`config.mk`:
```
export PLATFORM = sky130hd
export DESIGN_NAME = pipe_stage_skid
export DESIGN_NICKNAME = d
export VERILOG_FILES = /design/src/rtl/pipe_stage_skid.sv
export SDC_FILE = /design/constraint.sdc
export NUM_CORES = 1
export LEC_CHECK = 0
export ABC_CLOCK_PERIOD_IN_PS = 1800
export BUFFER_PORTS_ARGS = -buffer_cell sky130_fd_sc_hd__buf_2
export CAP_MARGIN = 25
export CORE_ASPECT_RATIO = 0.8
export CORE_MARGIN = 1.5
export CORE_UTILIZATION = 54
export DETAILED_ROUTE_END_ITERATION = 8
export PLACE_DENSITY = 0.8
export SETUP_SLACK_MARGIN = 0.3
export SYNTH_ARGS = -nofsm -noshare
export SYNTH_HDL_FRONTEND = slang
export SYNTH_SLANG_ARGS = --single-unit
```
`constraint.sdc`:
```
create_clock -name clk -period 1.8 [get_ports clk]
set_input_delay 0.18 -clock clk [delete_from_list [all_inputs] [get_ports clk]]
set_output_delay 0.18 -clock clk [all_outputs]
set_load 0.1 [all_outputs]
```
`src/rtl/pipe_stage_skid.sv`:
```
// Pipeline stage register with valid/ready handshake and a 2-entry skid buffer.
// Control bits read as zero whenever the output slot is a bubble.
module pipe_stage_skid #(
    parameter int DATA_W = 64,
    parameter int CTRL_W = 8
) (
    input  logic              clk,
    input  logic              rst,
    input  logic              in_valid,
    output logic              in_ready,
    input  logic [DATA_W-1:0] in_data,
    input  logic [CTRL_W-1:0] in_ctrl,
    input  logic              flush,
    output logic              out_valid,
    input  logic              out_ready,
    output logic [DATA_W-1:0] out_data,
    output logic [CTRL_W-1:0] out_ctrl,
    output logic [1:0]        out_count
);

    typedef enum logic [1:0] {
        EMPTY = 2'd0,
        ONE   = 2'd1,
        FULL  = 2'd2
    } state_t;

    state_t            state_q, state_d;
    logic [DATA_W-1:0] main_data_q, main_data_d;
    logic [CTRL_W-1:0] main_ctrl_q, main_ctrl_d;
    logic [DATA_W-1:0] skid_data_q, skid_data_d;
    logic [CTRL_W-1:0] skid_ctrl_q, skid_ctrl_d;
    logic              in_fire;
    logic              out_fire;

    // Handshake outputs decode registered state only, so no comb path from inputs.
    assign in_ready  = (state_q != FULL);
    assign out_valid = (state_q != EMPTY);
    assign out_count = state_q;
    assign out_data  = main_data_q;
    assign out_ctrl  = out_valid ? main_ctrl_q : '0;

    assign in_fire  = in_valid & in_ready;
    assign out_fire = out_valid & out_ready;

    always_comb begin
        state_d     = state_q;
        main_data_d = main_data_q;
        main_ctrl_d = main_ctrl_q;
        skid_data_d = skid_data_q;
        skid_ctrl_d = skid_ctrl_q;
        if (flush) begin
            state_d = EMPTY;
        end else begin
            unique case (state_q)
                EMPTY: begin
                    if (in_fire) begin
                        main_data_d = in_data;
                        main_ctrl_d = in_ctrl;
                        state_d     = ONE;
                    end
                end
                ONE: begin
                    if (in_fire && out_fire) begin
                        main_data_d = in_data;
                        main_ctrl_d = in_ctrl;
                    end else if (in_fire) begin
                        skid_data_d = in_data;
                        skid_ctrl_d = in_ctrl;
                        state_d     = FULL;
                    end else if (out_fire) begin
                        state_d = EMPTY;
                    end
                end
                FULL: begin
                    if (out_fire) begin
                        main_data_d = skid_data_q;
                        main_ctrl_d = skid_ctrl_q;
                        state_d     = ONE;
                    end
                end
                default: state_d = EMPTY;
            endcase
        end
    end

    always_ff @(posedge clk or negedge rst) begin
        if (!rst) begin
            state_q     <= EMPTY;
            main_data_q <= '0;
            main_ctrl_q <= '0;
            skid_data_q <= '0;
            skid_ctrl_q <= '0;
        end else begin
            state_q     <= state_d;
            main_data_q <= main_data_d;
            main_ctrl_q <= main_ctrl_d;
            skid_data_q <= skid_data_d;
            skid_ctrl_q <= skid_ctrl_d;
        end
    end

endmodule
```
==> results.json <==
{
  "outcome": "complete, but fails checks",
  "violations": "negative setup slack",
  "slew_violations": 0,
  "yosys.cell_count.top_type": "mux2_2",
  "placedCellCount": 703,
  "ys_top_cells_by_count": "mux2_2, dfrtp_1, buf_6, nor2b_1, mux2_1",
  "rsz0062_at_grt": "yes",
  "fin_crit_ns": 1.83,
  "reg2reg_slack_ns": -0.02,
  "fp.dieArea_mm2": 0.0127,
  "power.leakage_nw": 4.34,
  "crit_type": "reg -> out",
  "grt_overflow": 0,
  "cts_tree": "built",
  "synth_compound_area_frac": 0.00656,
  "synth_cell_types": 19,
  "start_util": 0.558,
  "wl_met1_um": 7280,
  "syn_area_per_cell_um2": 15.8,
  "grt_max_degree": 55,
  "die_x_um": 125,
  "hp-class": "in -> reg",
  "wl_met2_um": 8910,
  "yosysTopAreaCellShare": 0.564,
  "ys.flop_type": "dfrtp_1",
  "cts_max_level": 4,
  "grt_pass1_wl_um": 24300,
  "cts_made_buffers": 17,
  "nNetsFinal": 701,
  "yosysTopAreaCell": "dfrtp_1",
  "synth_area_leaders": "dfrtp_1, mux2_2, buf_6, mux2_1, nor2b_1",
  "clk-insertion-delay-late_ns": 0.42,
  "coreArea_mm2": 0.0116,
  "via_count": 4269,
  "routed.top_layer": "met4",
  "final_area_mm2": 0.00941,
  "synthMuxAreaShare": 0.375,
  "routed_via_density": 5.45,
  "antenna_found_initial": 1,
  "yosys_warnings": 0,
  "grt_usage": 0.252,
  "setup_violations": 33,
  "relSlewSlack": 0.642,
  "synthArstFlopShare": 1.00,
  "ys_seq_elements": 146,
  "cp-end-kind": "output pin",
  "routed_wl_um": 17400,
  "cts.clk_slew.worst_paths_ns": 0.06,
  "first_iter_violations": 168,
  "hold_depth": 2,
  "cts_root_buffer": "clkbuf_16",
  "final_layout_size_suffix_gt1_frac": 0.734,
  "grt_pass1_vias": 4606,
  "max_freq_mhz": 546,
  "clk_path_buf_depth": 2,
  "dpl_cell_area_mm2": 0.00753,
  "tightest_slew_ns": 0.538,
  "ant_nets": 0,
  "portBuffers": 152,
  "drc": 0,
  "synth-edff-count": 0,
  "dr_wl_met3_um": 962,
  "syn_to_final_growth_pct": 45.2,
  "wl_per_cell_um": 22.2,
  "ir_worst_vdd_v": 0.00109,
  "cts_sinks": 146,
  "syn_inst": 410,
  "fin_ws_ns": -0.0307,
  "fin_skew_ns": 0.0123,
  "critPathArrivalTime_ns": 1.65,
  "synth.cell_area_mm2": 0.00648,
  "start_kind": "flop",
  "dp_slack_ns": -0.00425,
  "io_pins": 153,
  "die-height_um": 101,
  "hold_violations": 0,
  "crit_fanout": 9,
  "synth-simple-area-share": 0.0164,
  "post-route-period-util": 1.02,
  "required_ns": 1.62,
  "drtPass1Iterations": 4,
  "dpl.hpwl_um": 8940,
  "finalPower_w": 0.0128,
  "place.gp.congestion": 0.727,
  "r2r_cells": 7,
  "final.setup.tns_ns": -0.302,
  "maxCapViolations": 0,
  "num_rows": 35,
  "power_density_mw_per_mm2": 1360,
  "n_antenna_cell": 0,
  "synthXorXnorAreaFrac": 0,
  "synth.net_count": 487,
  "seq_area_frac_synth": 0.564,
  "instances_no_fill": 784,
  "synth_top_family_by_area": "multiplexers",
  "synth-adder-area-share": 0
}
==> cell families (layout without fill, tap and decap cells) <==
family / after synthesis / count (layout)
AOI/OAI and AO/OA: 5 / 5
buffers and inverters: 25 / 251
DFF: 146 / 146
muxes: 216 / 216
and+or+nand+nor: 18 / 18
==> cell type report <==
type / count / area (um^2)
inverters: 2 / 11.3
fillers: 609 / 2190
well taps: 148 / 185
clock inverters: 9 / 131
repair buffers: 218 / 1990
clock buffers: 22 / 464
flip-flops and latches: 146 / 3660
multi-input cells: 239 / 2970
==> cells in the final DEF, fill, tap and decap left out, drive strengths merged, types with 2 or more instances in the layout <==
cell,netlist,routed
mux2,216,216
buf,23,201
dfrtp,146,146
clkbuf,0,28
nor2b,10,10
dlygate4sd3,0,10
clkinvlp,0,4
bufinv,0,3
a21oi,3,3
clkinv,0,3
nand2,2,2
nor2,2,2
==> path summary, 6_finish.rpt <==
path                         startpoint         endpoint
setup reg to reg           out_count[1]     out_data[61]
hold / removal              in_data[27]  skid_data_q[27]
max in group asynchronous           rst  skid_data_q[22]
min in group asynchronous           rst  skid_data_q[38]
hold reg to reg            out_data[31]     out_data[31]
setup / recovery           out_count[1]        out_valid
==> what timing repair did <==
action,in CTS,in global routing
cloned,8,7
hold endpoints to repair,57,1
hold buffers,9,1
gates resized for setup,57,89
setup buffers,18,7
pin swaps,1,0
setup endpoints to repair,156,155
==> worst max-delay path, cell delays in order (launching register included) <==
cell	delay [ns]
dfrtp_4	0.52
buf_4	0.17
nor2_4	0.12
buf_12	0.17
inv_1	0.07
buf_6	0.18
==> power breakdown <==
group | internal, W | switching, W | total (W)
clock | 0.00224 | 0.00135 | 0.00359
sequential | 0.00409 | 0.000479 | 0.00457
combinational | 0.00151 | 0.00315 | 0.00466
==> metrics by stage <==
| stage | hold WS, ns | util |
|---|---|---|
| after global routing | 0.00828 | 0.811 |
| after floorplan | -0.116 | - |
| final | 0.0105 | 0.811 |
| after global placement | 0.175 | 0.649 |
| after detailed placement | 0.186 | 0.649 |
| after CTS | 0.000136 | 0.760 |
==> registers in the layout (all words and copies together) (netlist names) <==
name,cells
skid_data_q,64
skid_ctrl_q,8
out_count,2
main_ctrl_q,8
out_data,64
==> per-layer routing <==
layer,global-route usage,vias to the layer above
met3,0.0717,25
met5,0,-
met4,0.0997,0
li1,-,1901
met2,0.432,129
met1,0.305,2214
Power figures use the tool's default switching activity.
